**src/rtl/rv32i_pkg.sv**
```systemverilog
// Shared RV32I decode definitions: ALU op codes, base opcodes and the ID/EX entry layout.
// Used by rv32i_decode_stage; the optional forwarding macro is RV32I_DECODE_FWD_EN (see top).
package rv32i_pkg;

  localparam int XLEN    = 32;
  localparam int ALU_OPW = 6;

  localparam logic [ALU_OPW-1:0] ALU_NONE = 6'd0;
  localparam logic [ALU_OPW-1:0] ALU_ADD  = 6'd1;
  localparam logic [ALU_OPW-1:0] ALU_SUB  = 6'd2;
  localparam logic [ALU_OPW-1:0] ALU_SLT  = 6'd3;
  localparam logic [ALU_OPW-1:0] ALU_SLTU = 6'd4;
  localparam logic [ALU_OPW-1:0] ALU_BEQ  = 6'd5;
  localparam logic [ALU_OPW-1:0] ALU_BNE  = 6'd6;
  localparam logic [ALU_OPW-1:0] ALU_BLT  = 6'd7;
  localparam logic [ALU_OPW-1:0] ALU_BGE  = 6'd8;
  localparam logic [ALU_OPW-1:0] ALU_BLTU = 6'd9;
  localparam logic [ALU_OPW-1:0] ALU_BGEU = 6'd10;
  localparam logic [ALU_OPW-1:0] ALU_AND  = 6'd11;
  localparam logic [ALU_OPW-1:0] ALU_OR   = 6'd12;
  localparam logic [ALU_OPW-1:0] ALU_XOR  = 6'd13;
  localparam logic [ALU_OPW-1:0] ALU_SLL  = 6'd14;
  localparam logic [ALU_OPW-1:0] ALU_SRL  = 6'd15;
  localparam logic [ALU_OPW-1:0] ALU_SRA  = 6'd16;

  localparam logic [6:0] OPC_LUI    = 7'b0110111;
  localparam logic [6:0] OPC_AUIPC  = 7'b0010111;
  localparam logic [6:0] OPC_JAL    = 7'b1101111;
  localparam logic [6:0] OPC_JALR   = 7'b1100111;
  localparam logic [6:0] OPC_BRANCH = 7'b1100011;
  localparam logic [6:0] OPC_LOAD   = 7'b0000011;
  localparam logic [6:0] OPC_STORE  = 7'b0100011;
  localparam logic [6:0] OPC_OP_IMM = 7'b0010011;
  localparam logic [6:0] OPC_OP     = 7'b0110011;

  typedef struct packed {
    logic [XLEN-1:0]    a;
    logic [XLEN-1:0]    b;
    logic [ALU_OPW-1:0] op;
    logic [XLEN-1:0]    imm;
    logic [XLEN-1:0]    pc;
    logic [4:0]         rd;
    logic               rdWe;
    logic               memRd;
    logic               memWr;
    logic [2:0]         funct3;
    logic               illegal;
  } decEntry_t;

  // subSel picks sub over add, sraSel picks sra over srl
  function automatic logic [ALU_OPW-1:0] arithOp(input logic [2:0] f3,
                                                 input logic subSel,
                                                 input logic sraSel);
    logic [ALU_OPW-1:0] op;
    op = ALU_NONE;
    case (f3)
      3'b000:  op = subSel ? ALU_SUB : ALU_ADD;
      3'b001:  op = ALU_SLL;
      3'b010:  op = ALU_SLT;
      3'b011:  op = ALU_SLTU;
      3'b100:  op = ALU_XOR;
      3'b101:  op = sraSel ? ALU_SRA : ALU_SRL;
      3'b110:  op = ALU_OR;
      default: op = ALU_AND;
    endcase
    return op;
  endfunction

endpackage

```
**src/rtl/rv32i_decode_stage_if.sv**
```systemverilog
// Upstream/downstream handshake bundle of the decode stage; slave = the stage, master = its environment.
interface rv32i_decode_stage_if #(parameter int width = 32, parameter int opw = 6);

  logic             in_valid;
  logic             in_ready;
  logic [31:0]      in_instr;
  logic [width-1:0] in_pc;
  logic [width-1:0] rs1_data;
  logic [width-1:0] rs2_data;
  logic             wb_we;
  logic [4:0]       wb_rd;
  logic [width-1:0] wb_data;
  logic             flush;
  logic             out_valid;
  logic             out_ready;
  logic [width-1:0] out_a;
  logic [width-1:0] out_b;
  logic [opw-1:0]   out_op;
  logic [width-1:0] out_imm;
  logic [width-1:0] out_pc;
  logic [4:0]       out_rd;
  logic             out_rd_we;
  logic             out_mem_rd;
  logic             out_mem_wr;
  logic [2:0]       out_funct3;
  logic             out_illegal;

  modport slave (
    input  in_valid, in_instr, in_pc, rs1_data, rs2_data,
           wb_we, wb_rd, wb_data, flush, out_ready,
    output in_ready, out_valid, out_a, out_b, out_op, out_imm, out_pc,
           out_rd, out_rd_we, out_mem_rd, out_mem_wr, out_funct3, out_illegal
  );

  modport master (
    output in_valid, in_instr, in_pc, rs1_data, rs2_data,
           wb_we, wb_rd, wb_data, flush, out_ready,
    input  in_ready, out_valid, out_a, out_b, out_op, out_imm, out_pc,
           out_rd, out_rd_we, out_mem_rd, out_mem_wr, out_funct3, out_illegal
  );

endinterface

```
**src/rtl/rv32i_imm_gen.sv**
```systemverilog
// Combinational RV32I immediate generator; every format is sign-extended to 32 bits.
module rv32i_imm_gen (
  input  logic [31:0] instr,
  output logic [31:0] immI,
  output logic [31:0] immS,
  output logic [31:0] immB,
  output logic [31:0] immU,
  output logic [31:0] immJ
);

  // The opcode field carries no immediate bits in any format
  logic unusedOpcode;
  assign unusedOpcode = ^instr[6:0];

  assign immI = {{20{instr[31]}}, instr[31:20]};
  assign immS = {{20{instr[31]}}, instr[31:25], instr[11:7]};
  assign immB = {{19{instr[31]}}, instr[31], instr[7], instr[30:25], instr[11:8], 1'b0};
  assign immU = {instr[31:12], 12'b0};
  assign immJ = {{11{instr[31]}}, instr[31], instr[19:12], instr[20], instr[30:21], 1'b0};

endmodule

```
**src/rtl/rv32i_decode_stage.sv**
```systemverilog
// RV32I decode/issue stage feeding the execute ALU through a one-entry ID/EX register.
// Define RV32I_DECODE_FWD_EN to bypass the writeback port onto rs1/rs2 at acceptance.
module rv32i_decode_stage
  import rv32i_pkg::*;
#(
  parameter int width = 32,
  parameter int opw   = 6
) (
  input logic                 clk,
  input logic                 rst,
  rv32i_decode_stage_if.slave bus
);

  logic [31:0]      instr;
  logic [6:0]       opcode;
  logic [2:0]       funct3;
  logic [6:0]       funct7;
  logic             funct7Ok;
  logic [31:0]      immI, immS, immB, immU, immJ;
  logic [width-1:0] rs1Val, rs2Val;
  decEntry_t        dec;
  decEntry_t        entry_d, entry_q;
  logic             valid_d, valid_q;
  logic             accept;

  assign instr    = bus.in_instr;
  assign opcode   = instr[6:0];
  assign funct3   = instr[14:12];
  assign funct7   = instr[31:25];
  assign funct7Ok = (funct7 == 7'b0000000) || (funct7 == 7'b0100000);

  rv32i_imm_gen immGen (
    .instr (instr),
    .immI  (immI),
    .immS  (immS),
    .immB  (immB),
    .immU  (immU),
    .immJ  (immJ)
  );

`ifdef RV32I_DECODE_FWD_EN
  // Bypass only affects the value captured at acceptance, never a held entry
  always_comb begin
    rs1Val = bus.rs1_data;
    rs2Val = bus.rs2_data;
    if (bus.wb_we && (bus.wb_rd != 5'd0) && (bus.wb_rd == instr[19:15])) rs1Val = bus.wb_data;
    if (bus.wb_we && (bus.wb_rd != 5'd0) && (bus.wb_rd == instr[24:20])) rs2Val = bus.wb_data;
  end
`else
  logic unusedWb;
  assign unusedWb = ^{bus.wb_we, bus.wb_rd, bus.wb_data};
  assign rs1Val   = bus.rs1_data;
  assign rs2Val   = bus.rs2_data;
`endif

  always_comb begin
    dec        = '0;
    dec.pc     = bus.in_pc;
    dec.rd     = instr[11:7];
    dec.funct3 = funct3;
    case (opcode)
      OPC_LUI: begin
        dec.b = immU; dec.imm = immU; dec.op = ALU_ADD; dec.rdWe = 1'b1;
      end
      OPC_AUIPC: begin
        dec.a = bus.in_pc; dec.b = immU; dec.imm = immU; dec.op = ALU_ADD; dec.rdWe = 1'b1;
      end
      OPC_JAL, OPC_JALR: begin
        dec.a    = bus.in_pc;
        dec.b    = 32'd4;
        dec.imm  = (opcode == OPC_JAL) ? immJ : immI;
        dec.op   = ALU_ADD;
        dec.rdWe = 1'b1;
      end
      OPC_BRANCH: begin
        dec.a = rs1Val; dec.b = rs2Val; dec.imm = immB;
        case (funct3)
          3'b000:  dec.op = ALU_BEQ;
          3'b001:  dec.op = ALU_BNE;
          3'b100:  dec.op = ALU_BLT;
          3'b101:  dec.op = ALU_BGE;
          3'b110:  dec.op = ALU_BLTU;
          3'b111:  dec.op = ALU_BGEU;
          default: dec.illegal = 1'b1;
        endcase
      end
      OPC_LOAD: begin
        dec.a = rs1Val; dec.b = immI; dec.imm = immI; dec.op = ALU_ADD;
        dec.memRd = 1'b1; dec.rdWe = 1'b1;
      end
      OPC_STORE: begin
        dec.a = rs1Val; dec.b = immS; dec.imm = immS; dec.op = ALU_ADD; dec.memWr = 1'b1;
      end
      OPC_OP_IMM: begin
        dec.a    = rs1Val;
        dec.b    = immI;
        dec.imm  = immI;
        dec.op   = arithOp(funct3, 1'b0, funct7[5]);
        dec.rdWe = 1'b1;
        // Shift-immediates carry the shamt in the rs2 field and a funct7 qualifier
        if (funct3 == 3'b001 || funct3 == 3'b101) begin
          dec.b       = {27'b0, instr[24:20]};
          dec.illegal = !funct7Ok;
        end
      end
      OPC_OP: begin
        dec.a       = rs1Val;
        dec.b       = rs2Val;
        dec.op      = arithOp(funct3, funct7 == 7'b0100000, funct7[5]);
        dec.rdWe    = 1'b1;
        dec.illegal = !funct7Ok;
      end
      default: dec.illegal = 1'b1;
    endcase
    if (dec.illegal) begin
      dec.a     = '0;
      dec.b     = '0;
      dec.imm   = '0;
      dec.op    = ALU_NONE;
      dec.rdWe  = 1'b0;
      dec.memRd = 1'b0;
      dec.memWr = 1'b0;
    end
    if (dec.rd == 5'd0) dec.rdWe = 1'b0;
  end

  assign bus.in_ready = !valid_q || bus.out_ready;
  assign accept       = bus.in_valid && bus.in_ready && !bus.flush;

  // Flush wins over acceptance; a consumed entry with nothing new behind it empties the stage
  always_comb begin
    valid_d = valid_q;
    entry_d = entry_q;
    if (bus.flush) begin
      valid_d = 1'b0;
    end else if (accept) begin
      valid_d = 1'b1;
      entry_d = dec;
    end else if (bus.out_ready) begin
      valid_d = 1'b0;
    end
  end

  always_ff @(posedge clk) begin
    if (rst) begin
      valid_q <= 1'b0;
      entry_q <= '0;
    end else begin
      valid_q <= valid_d;
      entry_q <= entry_d;
    end
  end

  assign bus.out_valid   = valid_q;
  assign bus.out_a       = entry_q.a;
  assign bus.out_b       = entry_q.b;
  assign bus.out_op      = opw'(entry_q.op);
  assign bus.out_imm     = entry_q.imm;
  assign bus.out_pc      = entry_q.pc;
  assign bus.out_rd      = entry_q.rd;
  assign bus.out_rd_we   = entry_q.rdWe;
  assign bus.out_mem_rd  = entry_q.memRd;
  assign bus.out_mem_wr  = entry_q.memWr;
  assign bus.out_funct3  = entry_q.funct3;
  assign bus.out_illegal = entry_q.illegal;

endmodule

```
**src/flat_wrapper.sv**
```systemverilog
// flat-port wrapper written by rule: the top's interface ports become plain ports
module rv32i_decode_stage_flat import rv32i_pkg::*;
#(
  parameter int width = 32,
  parameter int opw   = 6
)
  (clk, rst, bus_in_valid, bus_in_instr, bus_in_pc, bus_rs1_data, bus_rs2_data, bus_wb_we, bus_wb_rd, bus_wb_data, bus_flush, bus_out_ready, bus_in_ready, bus_out_valid, bus_out_a, bus_out_b, bus_out_op, bus_out_imm, bus_out_pc, bus_out_rd, bus_out_rd_we, bus_out_mem_rd, bus_out_mem_wr, bus_out_funct3, bus_out_illegal);
  rv32i_decode_stage_if #(.width(width), .opw(opw)) bus_i ();
  input logic clk;
  input logic rst;
  input wire logic [$bits(bus_i.in_valid)-1:0] bus_in_valid;
  input wire logic [$bits(bus_i.in_instr)-1:0] bus_in_instr;
  input wire logic [$bits(bus_i.in_pc)-1:0] bus_in_pc;
  input wire logic [$bits(bus_i.rs1_data)-1:0] bus_rs1_data;
  input wire logic [$bits(bus_i.rs2_data)-1:0] bus_rs2_data;
  input wire logic [$bits(bus_i.wb_we)-1:0] bus_wb_we;
  input wire logic [$bits(bus_i.wb_rd)-1:0] bus_wb_rd;
  input wire logic [$bits(bus_i.wb_data)-1:0] bus_wb_data;
  input wire logic [$bits(bus_i.flush)-1:0] bus_flush;
  input wire logic [$bits(bus_i.out_ready)-1:0] bus_out_ready;
  output wire logic [$bits(bus_i.in_ready)-1:0] bus_in_ready;
  output wire logic [$bits(bus_i.out_valid)-1:0] bus_out_valid;
  output wire logic [$bits(bus_i.out_a)-1:0] bus_out_a;
  output wire logic [$bits(bus_i.out_b)-1:0] bus_out_b;
  output wire logic [$bits(bus_i.out_op)-1:0] bus_out_op;
  output wire logic [$bits(bus_i.out_imm)-1:0] bus_out_imm;
  output wire logic [$bits(bus_i.out_pc)-1:0] bus_out_pc;
  output wire logic [$bits(bus_i.out_rd)-1:0] bus_out_rd;
  output wire logic [$bits(bus_i.out_rd_we)-1:0] bus_out_rd_we;
  output wire logic [$bits(bus_i.out_mem_rd)-1:0] bus_out_mem_rd;
  output wire logic [$bits(bus_i.out_mem_wr)-1:0] bus_out_mem_wr;
  output wire logic [$bits(bus_i.out_funct3)-1:0] bus_out_funct3;
  output wire logic [$bits(bus_i.out_illegal)-1:0] bus_out_illegal;
  assign bus_i.in_valid = bus_in_valid;
  assign bus_i.in_instr = bus_in_instr;
  assign bus_i.in_pc = bus_in_pc;
  assign bus_i.rs1_data = bus_rs1_data;
  assign bus_i.rs2_data = bus_rs2_data;
  assign bus_i.wb_we = bus_wb_we;
  assign bus_i.wb_rd = bus_wb_rd;
  assign bus_i.wb_data = bus_wb_data;
  assign bus_i.flush = bus_flush;
  assign bus_i.out_ready = bus_out_ready;
  assign bus_in_ready = bus_i.in_ready;
  assign bus_out_valid = bus_i.out_valid;
  assign bus_out_a = bus_i.out_a;
  assign bus_out_b = bus_i.out_b;
  assign bus_out_op = bus_i.out_op;
  assign bus_out_imm = bus_i.out_imm;
  assign bus_out_pc = bus_i.out_pc;
  assign bus_out_rd = bus_i.out_rd;
  assign bus_out_rd_we = bus_i.out_rd_we;
  assign bus_out_mem_rd = bus_i.out_mem_rd;
  assign bus_out_mem_wr = bus_i.out_mem_wr;
  assign bus_out_funct3 = bus_i.out_funct3;
  assign bus_out_illegal = bus_i.out_illegal;
  rv32i_decode_stage #(.width(width), .opw(opw)) u_core (.clk(clk), .rst(rst), .bus(bus_i));
endmodule
```
**config.mk**
```make
export PLATFORM = sky130hd
export DESIGN_NAME = rv32i_decode_stage_flat
export DESIGN_NICKNAME = d
export VERILOG_FILES = /design/src/rtl/rv32i_pkg.sv /design/src/rtl/rv32i_decode_stage_if.sv /design/src/rtl/rv32i_imm_gen.sv /design/src/rtl/rv32i_decode_stage.sv /design/src/flat_wrapper.sv
export SDC_FILE = /design/constraint.sdc
export NUM_CORES = 1
export LEC_CHECK = 0
export CAP_MARGIN = 10
export CORE_MARGIN = 5
export CORE_UTILIZATION = 40
export CTS_CLUSTER_SIZE = 10
export DETAILED_ROUTE_END_ITERATION = 16
export GPL_ROUTABILITY_DRIVEN = 0
export PLACE_DENSITY = 0.86
export SKIP_CTS_REPAIR_TIMING = 1
export SLEW_MARGIN = 20
export SYNTH_ARGS = -nofsm -noshare
export SYNTH_HDL_FRONTEND = slang
export SYNTH_SLANG_ARGS = --single-unit
```
**constraint.sdc**
```tcl
create_clock -name clk -period 2 [get_ports clk]
set_input_delay 0.2 -clock clk [delete_from_list [all_inputs] [get_ports clk]]
set_output_delay 0.2 -clock clk [all_outputs]
set_load 0.02 [all_outputs]
```
==> results.txt <==
----------------------------------------------------
[Run status]
  Outcome ... complete, but fails checks
  Violations in the final reports ... setup timing

[Floorplanning]
  Num ports ... 319
  Floorplan row count ... 44
  Die Ht ... around 130 um
  Full die area ... 17,600 um^2
  Initial core utilization ... around two fifths
  Horiz. Die Dim ... 133 um
  Area of the core ... 14,600 um^2

[Yosys]
  Number of instances in the synthesized netlist ... 734
  Fraction of synthesis flops using an asynchronous set or reset pin ... 0%
  Cell variety after synth ... 50
  Synthesized netlist net count ... 905
  Average cell area after synthesis ... roughly 8.2 um^2
  Flip-flop and latch count after synthesis ... 146
  Synth Flop Type ... dfxtp_1
  Synthesis Warnings ... 0
  Total standard cell area after synthesis ... 6030 um^2
  Post-synth EDFFs ... 0
  Sequential-to-total area share from yosys stat ... 48.5%

[Final layout]
  Final #Nets ... 1,227
  Layout fillers ... 1,124
  Fraction of final layout cells sized beyond drive strength 1 ... 14.9%
  Syn-to-layout area delta ... 71.0%
  Antenna Cells ... 0

[Clock tree]
  CTS Buf Count ... 17
  Source-to-sink clock delay at the later pin of the worst-skew pair ... 0.41 ns
  Total clock sinks ... 146
  CTS H-Tree Depth ... 4
  Clk root buf ... clkbuf_16
  TritonCTS clock tree ... yes
  Clock Tree Buf Depth ... 2
  Clock-pin slew on the worst setup and hold paths ... 0.06 ns

[Worst setup path]
  Crit path DAT ... 2.42 ns
  Req. time, crit path ... 2.34 ns
  Critical path startpoint category ... flip-flop
  Critical path capture point type ... flip-flop
  Critical path fanouts, max ... 21
  Crit Path Category ... reg2reg

[Detailed routing]
  DR iter-0 viols ... 655
  DR DRC count ... 0
  Detail-routed via count per cell ... 5.62
  DRT antenna net count ... 0
  Router iterations before antenna repair ... 5
  Total routed wirelength ... 24,800 um
  Post-DR wirelength/cell ... about 20 um
  Total vias in the final route ... 7,043

[Power]
  Pwr per Cell Area ... 681 nW/um^2
  Part of the total power dissipated in combinational logic ... 12.6%
  Clk pwr share ... between 40% and 50%
  Internal power contribution ... 5.31 mW
  NetSw ... roughly 1.7 mW
  Peak supply drop ... 0.000632 V
  Static leakage ... between 3 and 4 nW
  Register share of total power ... 42.3%
  Switching Fraction ... 24.4%

[Placement]
  Placement Setup Slack ... -0.724 ns
  Port buffer count ... roughly 280
  Half-perimeter wire length of the detailed placement result ... 17,400 um

[Timing]
  Minimum clock period after layout ... between 2 and 2.5 ns
  Total count of max-transition violations in the final report ... 0
  Headroom to the max-slew limit ... roughly 56%
  Worst Setup Slack, final ... -0.0816 ns
  Endpoints failing hold ... 0
  RSZ-0062 raised after global routing ... yes
  Setup_tns ... -3.00 ns
  Worst-Margin Slew ... 0.656 ns
  Peak clock frequency supported by timing ... 480 MHz
  Worst clock skew on the final layout ... 0.00721 ns
  Number of failing setup endpoints in the final timing report ... 84
  Final cycle utilization of the critical path ... 104%

[Global routing]
  Maximum number of pins on one net before global-route repair ... 50
  Vias in the first global route ... 6,574
  GRT Util Overall ... 25.7%
  Antenna violations before repair ... 0
  Grt total ovfl ... 0
  First-pass GRT wire length ... 36,300 um

[Hold path]
  Hold Path Class ... in2reg

[Job]
  Max-cap violations ... 0

----------------------------------------------------
cell usage after synthesis (9+ instances only):
library cell  number  area share [%]
clkbuf_1          39             2.4
o21ai_0           29             2.4
dfxtp_1          146              48
a32o_1             9             1.5
a22oi_1           41             5.1
a21oi_1           73             6.1
buf_2             12             1.0
a221oi_1          22             3.2
nand2_1          181              11
nor3_1             9            0.75
nor2_1            19             1.2
o21ai_1           65             5.4
path summary, 6_finish.rpt:
| path | startpoint | to | slack (ns) | depth (start not counted) |
|---|---|---|---|---|
| max | u_core.bus.out_valid | u_core.bus.out_a[24] | -0.08 | 8 |
| min | rst | u_core.bus.out_pc[20] | 0.27 | 2 |
| max reg2reg | u_core.bus.out_valid | u_core.bus.out_a[24] | -0.08 | 8 |
| min reg2reg | u_core.bus.out_imm[14] | u_core.bus.out_imm[14] | 0.45 | 2 |
power groups by stage:
stage | Clock [mW] | Combinational [mW] | Sequential [mW]
after floorplan | 0 | 0.249 | 3.08
after global placement | 0 | 0.841 | 3.03
after detailed placement | 0 | 0.852 | 3.03
after CTS | 3.20 | 0.859 | 2.97
after global routing | 3.33 | 0.935 | 2.97
final | 3.16 | 0.888 | 2.97
cell families (layout without fill, tap and decap cells):
logic type                after synthesis  count (layout)  synth area share, %
buffers and inverters                  67             402                 5.42
AOI/OAI and AO/OA                     277             277                 28.7
muxes                                   1               1                0.187
DFF                                   146             146                 48.5
other                                   1               1               0.0622
xor gates and xnor gates                2               2                0.291
and+or+nand+nor                       240             240                 16.8
cell usage in the layout, fill, tap and decap left out, types with 6 or more instances in the layout:
cell	synthesis	final
a21o_1	6	6
a21oi_1	73	72
a221oi_1	22	22
a22oi_1	41	41
a32o_1	9	9
buf_12	0	9
buf_4	4	70
clkbuf_16	0	20
clkdlybuf4s50_1	0	278
dfxtp_1	146	145
nand2_1	181	181
nor2_1	19	18
nor3_1	9	8
o21ai_0	29	10
o21ai_1	65	60
o21ai_2	0	24
through the flow:
stage	area [um^2]	utilization [%]	total power [mW]	instances	hold WS (ns)
final	10300	70.4	7.02	1253	0.274
after global routing	10300	70.4	7.24	1253	0.272
after CTS	10000	68.4	7.02	1244	0.236
after detailed placement	9430	64.4	3.89	1212	0.440
after global placement	9430	64.4	3.87	1212	0.433
after floorplan	6030	-	3.33	734	0.279
per-layer routing:
metal  vias up  GRT usage (%)  routed length [um]
li1       3256              -                   -
met1      3368           31.8               10000
met2       351           42.8               11900
met3        68           7.18                1880
met4         0           9.70                 951
met5         -              0                   0
critical path, cell delays in order (launching register included):
cell and delay (ns):
dfxtp_2 0.32, nor2b_4 0.13, inv_2 0.05, nand3b_1 0.17
a311o_1 0.42, buf_6 0.15, or3_4 0.40, buf_12 0.19
o21ai_1 0.16
cell type report:
| type | instances | area [um^2] | share of cell area [%] |
|---|---|---|---|
| timing repair buffer | 365 | 3610 | 35.1 |
| multi-input combinational | 521 | 2930 | 28.5 |
| sequential | 146 | 2920 | 28.4 |
| clock buffer | 20 | 457 | 4.43 |
| tap | 184 | 230 | 2.23 |
| clock inverter | 12 | 131 | 1.27 |
| inverter | 5 | 18.8 | 0.182 |
flip-flops by register name, indices dropped and copies added, names as in the netlist:
signal and count:
u_core.bus.out_a 32, u_core.bus.out_b 32, u_core.bus.out_funct3 3, u_core.bus.out_illegal 1, u_core.bus.out_imm 32, u_core.bus.out_mem_rd 1, u_core.bus.out_mem_wr 1, u_core.bus.out_op 5
u_core.bus.out_pc 32, u_core.bus.out_rd 5, u_core.bus.out_rd_we 1, u_core.bus.out_valid 1
Power figures use the tool's default switching activity.
